--- config.mk ---
export PLATFORM = sky130hd
export DESIGN_NAME = key_debouncer
export DESIGN_NICKNAME = d
export VERILOG_FILES = /design/src/rtl/key_debouncer.sv
export SDC_FILE = /design/constraint.sdc
export NUM_CORES = 1
export LEC_CHECK = 0
export CELL_PAD_IN_SITES_DETAIL_PLACEMENT = 1
export CELL_PAD_IN_SITES_GLOBAL_PLACEMENT = 2
export CORE_MARGIN = 5
export CORE_UTILIZATION = 40
export CTS_BUF_LIST = sky130_fd_sc_hd__clkbuf_16
export CTS_CLUSTER_DIAMETER = 200
export DETAILED_ROUTE_END_ITERATION = 10
export GPL_ROUTABILITY_DRIVEN = 0
export PLACE_DENSITY_LB_ADDON = 0.2
export SLEW_MARGIN = 10
export SYNTH_ARGS = -nofsm -noshare
export SYNTH_HDL_FRONTEND = slang
export SYNTH_SLANG_ARGS = --single-unit
--- constraint.sdc ---
create_clock -name iCLK -period 3.7 [get_ports iCLK]
set_clock_uncertainty 0.1 [all_clocks]
set_input_delay 0.925 -clock iCLK [delete_from_list [all_inputs] [get_ports iCLK]]
set_output_delay 0.925 -clock iCLK [all_outputs]
set_load 0.1 [all_outputs]
--- src/rtl/key_debouncer.sv ---
`default_nettype none
// ============================================================================
// key_debouncer : synchronizes and debounces an active-low push-button into
//                 a clean level, a one-cycle press strobe and a press toggle.
// Revision      : 1.0
// ============================================================================
module key_debouncer #(
    parameter  int DEBOUNCE_CYCLES = 1000000,
    localparam int CNT_W           = $clog2(DEBOUNCE_CYCLES + 1)
) (
    input  logic iCLK,
    input  logic iRST_n,
    input  logic iKEY_n,
    output logic oLEVEL,
    output logic oPULSE,
    output logic oTOGGLE
);

    localparam logic [CNT_W-1:0] CNT_LAST = CNT_W'(DEBOUNCE_CYCLES - 1);

    typedef enum logic [1:0] {
        RELEASED      = 2'd0,
        CHECK_PRESS   = 2'd1,
        PRESSED       = 2'd2,
        CHECK_RELEASE = 2'd3
    } state_t;

    state_t           state;
    state_t           state_nxt;
    logic [CNT_W-1:0] cnt;
    logic [CNT_W-1:0] cnt_nxt;
    logic             sync_meta;
    logic             sync_key;
    logic             key_pressed;
    logic             level_nxt;
    logic             pulse_nxt;
    logic             toggle_nxt;

    // Synchronizer flops idle at 1 so a key held through reset looks like a new press.
    always_ff @(posedge iCLK or negedge iRST_n) begin
        if (!iRST_n) begin
            sync_meta <= 1'b1;
            sync_key  <= 1'b1;
        end else begin
            sync_meta <= iKEY_n;
            sync_key  <= sync_meta;
        end
    end

    assign key_pressed = ~sync_key;

    always_ff @(posedge iCLK or negedge iRST_n) begin
        if (!iRST_n) begin
            state   <= RELEASED;
            cnt     <= '0;
            oLEVEL  <= 1'b0;
            oPULSE  <= 1'b0;
            oTOGGLE <= 1'b0;
        end else begin
            state   <= state_nxt;
            cnt     <= cnt_nxt;
            oLEVEL  <= level_nxt;
            oPULSE  <= pulse_nxt;
            oTOGGLE <= toggle_nxt;
        end
    end

    always_comb begin
        state_nxt  = state;
        cnt_nxt    = cnt;
        level_nxt  = oLEVEL;
        pulse_nxt  = 1'b0;
        toggle_nxt = oTOGGLE;
        case (state)
            RELEASED: begin
                if (key_pressed) begin
                    state_nxt = CHECK_PRESS;
                    cnt_nxt   = '0;
                end
            end
            CHECK_PRESS: begin
                if (!key_pressed) begin
                    state_nxt = RELEASED;
                    cnt_nxt   = '0;
                end else if (cnt == CNT_LAST) begin
                    state_nxt  = PRESSED;
                    cnt_nxt    = '0;
                    level_nxt  = 1'b1;
                    pulse_nxt  = 1'b1;
                    toggle_nxt = ~oTOGGLE;
                end else begin
                    cnt_nxt = cnt + 1'b1;
                end
            end
            PRESSED: begin
                if (!key_pressed) begin
                    state_nxt = CHECK_RELEASE;
                    cnt_nxt   = '0;
                end
            end
            CHECK_RELEASE: begin
                // Bouncing back to pressed re-enters PRESSED silently: no strobe.
                if (key_pressed) begin
                    state_nxt = PRESSED;
                    cnt_nxt   = '0;
                end else if (cnt == CNT_LAST) begin
                    state_nxt = RELEASED;
                    cnt_nxt   = '0;
                    level_nxt = 1'b0;
                end else begin
                    cnt_nxt = cnt + 1'b1;
                end
            end
            default: begin
                state_nxt = RELEASED;
                cnt_nxt   = '0;
            end
        endcase
    end

endmodule
`default_nettype wire
After elaboration in Yosys (flattened, before gate mapping). Index checks and enable logic that the tools add are counted.

Bits in registers: 27. Output and inout port bits: 3. Logic and storage cells: 49. Input bits: 3.

Mux-type cells: 21. Equal/unequal tests: 12. Add/sub/neg operators: 1. Bitwise gates (word level): 2. Reduce and logical (&&, ||, !) cells: 6.

Operator list (count): $mux W20 (5); $pmux W20 S4 (1); $add A20 B1 Y20 const B (1); $eq A20 B20 Y1 const B (1); $mux W2 (6); $ne A2 B2 Y1 const B (6); $pmux W2 S4 (1); $mux W1 (7); $ne A3 B3 Y1 const B (2); $reduce_and A5 Y1 (1); $eq A2 B2 Y1 const B (2); $reduce_and A4 Y1 (1); $reduce_and A3 Y1 (1); $eq A2 B1 Y1 const B (1); $logic_not A2 Y1 (1); $not A1 Y1 (2); $pmux W1 S2 (1); $reduce_and A2 Y1 (1); $reduce_bool A2 Y1 (1).

Logic depth before layout (Yosys ltp). Gate-level depths: netlist of the first run.

Depth in word-level cells: 4. Gate-level depth with buffers: 7. Gate-level depth less buffers: 6.

Worst setup path before layout of the first run. OpenSTA, ideal clock, no wires.

Path type: register to register. Start point: register cnt[13]. End point: register cnt[17]. Setup time: 0.135 ns. Arrival time: 1.845 ns. Period minus slack after synthesis: 2.080 ns. Path slack: 1.620 ns. Required time: 3.465 ns. Cell stages (with the launch flop): 7. Buffers on the path: 1. Cell sequence: dfrtp_1 > or4b_1 > or3_4 > o21a_1 > buf_2 > a41oi_1 > a31oi_1.

Word-level cells in the longest chain between the ends: 4. Elaborated cells between the ends (all ways): 6. Classes of those cells: add/sub (1); eq/ne (1); mux (4).

RTL lines: start: declaration (RTL line 30) `logic [CNT_W-1:0] cnt;`; start signal: assignment (RTL line 61) `cnt <= cnt_nxt;`; $add A20 B1 Y20 or $eq A20 B20 Y1 (tied branches); $mux W20 (*) (RTL line 85, 106); $mux W20 (on tied branches) (RTL line 103, 82); $pmux W20 S4 (*) (RTL line 74) `case (state)`.

Mark *: on every way between the ends. The rest lies on a longest branch, timed or not. A chain may end at the register's enable or synchronous reset.

Final worst setup path of the first run.
Start point: register cnt[13]. End point: register cnt[3].

Word-level cells in the longest chain between the ends: 4. Elaborated cells between the ends (all ways): 5. Classes of those cells: eq/ne (1); mux (4).

RTL lines (RTL line): $eq A20 B20 Y1 (*) (85, 106); $mux W20 (*) (85, 106); $mux W20 (on tied branches) (103, 82); $pmux W20 S4 (*) (74).

Marked as above.

==> reports/qor.yml, run 1 <==
job:
  drv_cap: 0
global_route:
  grt_pass1_wl_um: 5880
  grt_pass1_vias: 1175
  grt-ovfl-total: 0
  use_met2_pct: 29.6
  grt_busiest_layer: "met2"
  use_met1_pct: 21.1
  met3_usage_pct: 3.08
  grt_start_max_net_pins: 28
  track_usage_pct: 17.2
  antenna_found_initial: 0
detailed_routing:
  drtPass1Iterations: 4
  routedWlPerCell_um: 17.6
  drtAntennaViolNets: 0
  drcViolationCount: 0
  wirelength_um: 3460
  drtIter0Drc: 29
  dr_total_vias: 1125
  via_per_inst: 5.71
clocking:
  clock_latency_ps: 260
  clk_pin_slew_worst_paths_ps: 70
  clockBufferDepth: 2
  htreeDepth: 1
  cts_tree: "done"
  root_buffer: "clkbuf_16"
  ctsResizeCount: 0
  cts_sinks: 27
  numCtsBuffers: 3
  cts_setup_buffers: 0
  hold_buffers: 0
yosys:
  synth_warnings: 0
  ys_seq_elements: 27
  synth.top_cells.by_area: "dfrtp_1 45%, nand3_1 6.9%, dfstp_2 3.8%, nand2_1 3.5%, a21oi_1 3.2%"
  yosys.area.top_type: "dfrtp_1"
  synth_top_area_share_pct: 45.1
  syn-num-nets: 150
  synth_cells: 146
  synthDistinctLibCells: 41
  synth-seq-area-share_pct: 48.9
  synth_edf_count: 0
  synth_area_per_cell_um2: 9.50
  synth_ff_type: "dfrtp_1"
  async_reset_ff_share_pct: 100
  synth_area_um2: 1390
timing:
  drv_slew: 0
  period_needed_ps: 2440
  slew_headroom_pct: 31.0
  fin_crit_sh_pct: 66.0
  worst_pin_slew_ps: 1030
  setup_tns_ps: 0
  fmax_mhz: 410
  hold_violations: 0
  setup_viol: 0
  rsz0062_at_grt: "false"
setup_path:
  timing.rr.start: "cnt[13]$_DFFE_PN0P_"
  startpoint: "cnt[13]$_DFFE_PN0P_"
  path_class: "flip-flop to flip-flop"
  arrival_ps: 2490
  crit_fanout: 22
  crit_path_end_kind: "flip-flop"
  crit_path_start_kind: "flip-flop"
  required_ps: 3750
die:
  dieArea_um2: 4740
  die_y_um: 68.9
  coreArea_um2: 3340
  rows: 21
  die_x_um: 68.9
  initial_core_util_pct: 41.5
  pin_count: 6
layout:
  drive_gt1_share_pct: 9.93
  final_nets: 156
  stdcell_area_um2: 1550
  layout_common_cells: "25 x dfrtp_1, 19 x nand3_1, 13 x nand2_1"
  diodes: 0
  area_growth_pct: 11.8
  layout_commonest_cell: "dfrtp_1"
  layoutNonFillerInstCount: 197
pwr:
  ir_drop_uv: 214
  powerDensity_nw_per_um2: 546
  p_leak_nw: 0.620
placement:
  place_area_um2: 1470
  portBuffers: 5
  dp_cells: 193
  hpwl_um: 2340
outcome:
  outcome: "complete, no violations"
worst_hold_path:
  hold_class: "flip-flop to flip-flop"
  hp-start: "sync_meta$_DFF_PN1_"
## cell families after synthesis
kind of cell	synth area share (%)
compound gates	16.9
xor+xnor	3.79
fa+ha+maj	0.902
buf+inv	3.25
flops	48.9
simple gates	26.3
## state kept, by name, summed over array words and instances (netlist names), named ones only
| signal | flops |
|---|---|
| sync_meta | 1 |
| oPULSE | 1 |
| state | 1 |
| oLEVEL | 1 |
| oTOGGLE | 1 |
| sync_key | 1 |
| cnt | 20 |
## worst paths after layout
| check | slack (ps) | depth (start not counted) | end |
|---|---|---|---|
| min in group asynchronous | 930 | 2 | cnt[7]$_DFFE_PN0P_ |
| min reg2reg | 260 | 0 | sync_key$_DFF_PN1_ |
| max | 1260 | 5 | cnt[3]$_DFFE_PN0P_ |
| min | 260 | 0 | sync_key$_DFF_PN1_ |
| max in group asynchronous | 2270 | 2 | sync_key$_DFF_PN1_ |
| max reg2reg | 1260 | 5 | cnt[3]$_DFFE_PN0P_ |
## Yosys cell counts, types with 2 or more instances
library cell	instances
dfstp_2	2
nor3_1	2
dfrtp_1	25
nand2b_1	3
a22o_1	2
xor2_1	5
nand3_1	19
buf_2	3
nor2_1	5
o21ai_0	5
or3_1	4
nor4_1	2
inv_1	6
o21a_1	4
nand2_1	13
nand4_1	3
a31oi_1	5
a21oi_1	9
o21ai_1	7
## metal layers
metal	vias to the layer above	routed length, um
met1	560	1580
li1	545	-
met2	12	1730
met3	8	82
met4	0	73
met5	-	0
## per-stage QoR
step / hold WS, ps / power, W / setup slack, ps / util, %
finish: 259 / 0.000846 / 1260 / 46.5
global route: 263 / 0.000903 / 1160 / 46.5
CTS: 259 / 0.000857 / 1250 / 46.5
detailed placement: 249 / 0.000607 / 1260 / 44.1
global placement: 245 / 0.000593 / 1330 / 44.1
floorplan: 245 / 0.000543 / 1620 / -
## area by class of cell
| class | count | area, um^2 |
|---|---|---|
| inverters | 6 | 22.5 |
| multi-input cells | 108 | 663 |
| fillers | 395 | 1790 |
| flip-flops and latches | 27 | 678 |
| clock inverters | 1 | 3.75 |
| well taps | 46 | 57.6 |
| repair buffers | 6 | 50.0 |
| clock buffers | 3 | 75.1 |
## where the power goes
| part | internal, W | leakage, nW | switching [W] | total (W) |
|---|---|---|---|---|
| clock | 0.000145 | 0.0423 | 0.0000985 | 0.000243 |
| sequential | 0.000322 | 0.365 | 0.0000339 | 0.000356 |
| combinational | 0.0000731 | 0.213 | 0.000174 | 0.000247 |
## worst max-delay path: stages (launching register included)
cell	delay, ps
dfrtp_1	440
or4b_1	510
or3_4	350
o21a_1	470
a21o_1	270
a22o_1	180
(Power assumes the default switching activity.)
==> run 2, diff against run 1 <==
--- a/config.mk
+++ b/config.mk
@@ -8,7 +8,7 @@
 export CELL_PAD_IN_SITES_DETAIL_PLACEMENT = 1
 export CELL_PAD_IN_SITES_GLOBAL_PLACEMENT = 2
 export CORE_MARGIN = 5
-export CORE_UTILIZATION = 40
+export CORE_UTILIZATION = 38
 export CTS_BUF_LIST = sky130_fd_sc_hd__clkbuf_16
 export CTS_CLUSTER_DIAMETER = 200
 export DETAILED_ROUTE_END_ITERATION = 10
==> constraint.sdc (replaced) <==
create_clock -name iCLK -period 2.51 [get_ports iCLK]
set_clock_uncertainty 0.1 [all_clocks]
set_input_delay 0.6275 -clock iCLK [delete_from_list [all_inputs] [get_ports iCLK]]
set_output_delay 0.6275 -clock iCLK [all_outputs]
set_load 0.1 [all_outputs]
==> run 2 against run 1 <==
Compared with the run above:
- via count increased by 3.8%
- setup slack got worse by 1000 ps
- critical path depth increased by 1
- total power increased by 56%
- non-clock buffer count increased by 8
- highest routed layer unchanged
==> reports/qor.yml, run 2 (same netlist as run 1, synthesis figures left out) <==
layout:
  diodes: 0  # unchanged
  stdcell_area_um2: 1610  # +4.0%
  final_nets: 164  # +5.1%
  drive_gt1_share_pct: 14.5  # +4.5 points
  layout_common_cells: "25 x dfrtp_1, 19 x nand3_1, 13 x nand2_1"
  largest_reg_flops: 20  # unchanged
  largest-register: "cnt"
  area_growth_pct: 16.3
  layout_commonest_cell: "dfrtp_1"
global_route:
  grt_busiest_layer: "met2"
  grt_pass1_wl_um: 5980  # +1.7%
  use_met2_pct: 24.4  # -5.2 points
  grt_start_max_net_pins: 28  # unchanged
  track_usage_pct: 15.0  # -2.2 points
  grt-ovfl-total: 0  # unchanged
  use_met1_pct: 19.7  # -1.4 points
  grt_pass1_vias: 1201  # +2.2%
  antenna_found_initial: 0  # unchanged
  met3_usage_pct: 2.73  # -0.35 points
detailed_routing:
  drtIter0Drc: 42  # +45%
  routedWlPerCell_um: 16.6  # -5.7%
  drtAntennaViolNets: 0  # unchanged
  via_per_inst: 5.64  # -1.2%
  drtPass1Iterations: 4  # unchanged
  dr_total_vias: 1168  # +3.8%
  wirelength_um: 3430  # -0.87%
  drcViolationCount: 0  # unchanged
setup_path:
  crit_fanout: 11  # -50%
  path_class: "flip-flop to flip-flop"
  required_ps: 2550  # -1200 ps
  arrival_ps: 2340  # -150 ps
  crit_path_start_kind: "flip-flop"
  crit_path_end_kind: "flip-flop"
pwr:
  power_frac_comb_pct: 33.0  # +3.8 points
  p_leak_nw: 0.660  # +6.3%
  powerDensity_nw_per_um2: 818  # +50%
  sw_frac_of_total_pct: 35.2  # -1.0 points
  p_switching_w: 0.000464  # +52%
  seq_power_share_pct: 39.5  # -2.5 points
  intPower_w: 0.000854  # +58%
  p_clk_share_pct: 27.5  # -1.2 points
  ir_drop_uv: 234  # +9.4%
clocking:
  htreeDepth: 1  # unchanged
  clockBufferDepth: 2  # unchanged
  cts_sinks: 27  # unchanged
  numCtsBuffers: 3  # unchanged
  clock_latency_ps: 260  # about the same
  cts_tree: "done"
  cts_setup_buffers: 0  # unchanged
  root_buffer: "clkbuf_16"
  clk_pin_slew_worst_paths_ps: 70  # about the same
  hold_buffers: 0  # unchanged
  ctsResizeCount: 0  # unchanged
die:
  pin_count: 6  # unchanged
  rows: 22  # +4.8%
  dieArea_um2: 4960  # +4.5%
  initial_core_util_pct: 38.4  # -3.1 points
  die_x_um: 70.4  # +2.2%
  coreArea_um2: 3610  # +8.1%
  die_y_um: 70.4  # +2.2%
timing:
  fin_crit_sh_pct: 91.6  # +26 points
  worst_pin_slew_ps: 554  # -477 ps
  setup_viol: 0  # unchanged
  hold_violations: 0  # unchanged
  slew_headroom_pct: 62.7  # +32 points
  fmax_mhz: 435  # +6.2%
  drv_slew: 0  # unchanged
  setup_tns_ps: 0  # unchanged
  rsz0062_at_grt: "false"
  period_needed_ps: 2300  # -142 ps
job:
  drv_cap: 0  # unchanged
outcome:
  outcome: "complete, no violations"
worst_hold_path:
  hold_class: "flip-flop to flip-flop"
placement:
  portBuffers: 5  # unchanged
  hpwl_um: 2540  # +8.6%
  place_area_um2: 1530  # +4.3%
[run 2: cell count changes in the layout (fill, tap and decap cells not counted), sizes merged]
| cell | before | now |
|---|---|---|
| buf | 4 | 12 |
[run 2: path summary, 6_finish.rpt]
kind | startpoint | endpoint | slack [ps] | cells after the start
max | cnt[12]$_DFFE_PN0P_ | cnt[17]$_DFFE_PN0P_ | 210 | 6
min | sync_meta$_DFF_PN1_ | sync_key$_DFF_PN1_ | 260 | 0
max reg2reg | cnt[12]$_DFFE_PN0P_ | cnt[17]$_DFFE_PN0P_ | 210 | 6
min reg2reg | sync_meta$_DFF_PN1_ | sync_key$_DFF_PN1_ | 260 | 0
max in group asynchronous | iRST_n | sync_key$_DFF_PN1_ | 1350 | 2
min in group asynchronous | iRST_n | oLEVEL$_DFFE_PN0P_ | 640 | 2
[run 2: per-layer routing]
layer,wire length (um),part of all wire [%]
met3,69,2.0
met2,1690,49
met4,47,1.4
met1,1620,47
met5,0,0
[run 2: final cells by class]
cell class	instances	area, um^2
inverter	6	22.5
clock buffer	3	75.1
sequential	27	678
tap	48	60.1
multi-input combinational	108	663
timing repair buffer	14	110
clock inverter	1	3.75
fill	411	1990
[run 2: power groups by stage]
stage / Combinational, W / Sequential [W] / Clock [W]
floorplan: 0.000281 / 0.000519 / 0
global placement: 0.000425 / 0.000527 / 0
detailed placement: 0.000441 / 0.000529 / 0
CTS: 0.000446 / 0.000521 / 0.000368
global route: 0.000489 / 0.000527 / 0.000388
finish: 0.000436 / 0.000521 / 0.000363
[run 2: per-stage QoR]
step | hold slack (ps) | instances | util [%] | total power (W) | worst slack (ps)
final | 265 | 207 | 44.7 | 0.00132 | 212
after global routing | 268 | 207 | 44.7 | 0.00140 | 115
after CTS | 265 | 207 | 44.7 | 0.00134 | 194
after detailed placement | 255 | 203 | 42.5 | 0.000971 | 208
after global placement | 246 | 203 | 42.5 | 0.000952 | 267
after floorplan | 232 | 146 | - | 0.000800 | 430
[run 2: worst max-delay path, stage by stage, from the launching register on]
cell and delay [ps]:
dfrtp_1 400, or4b_1 510, or3_4 360, o21a_1 350, buf_4 230, a41oi_1 170, a31oi_1 60
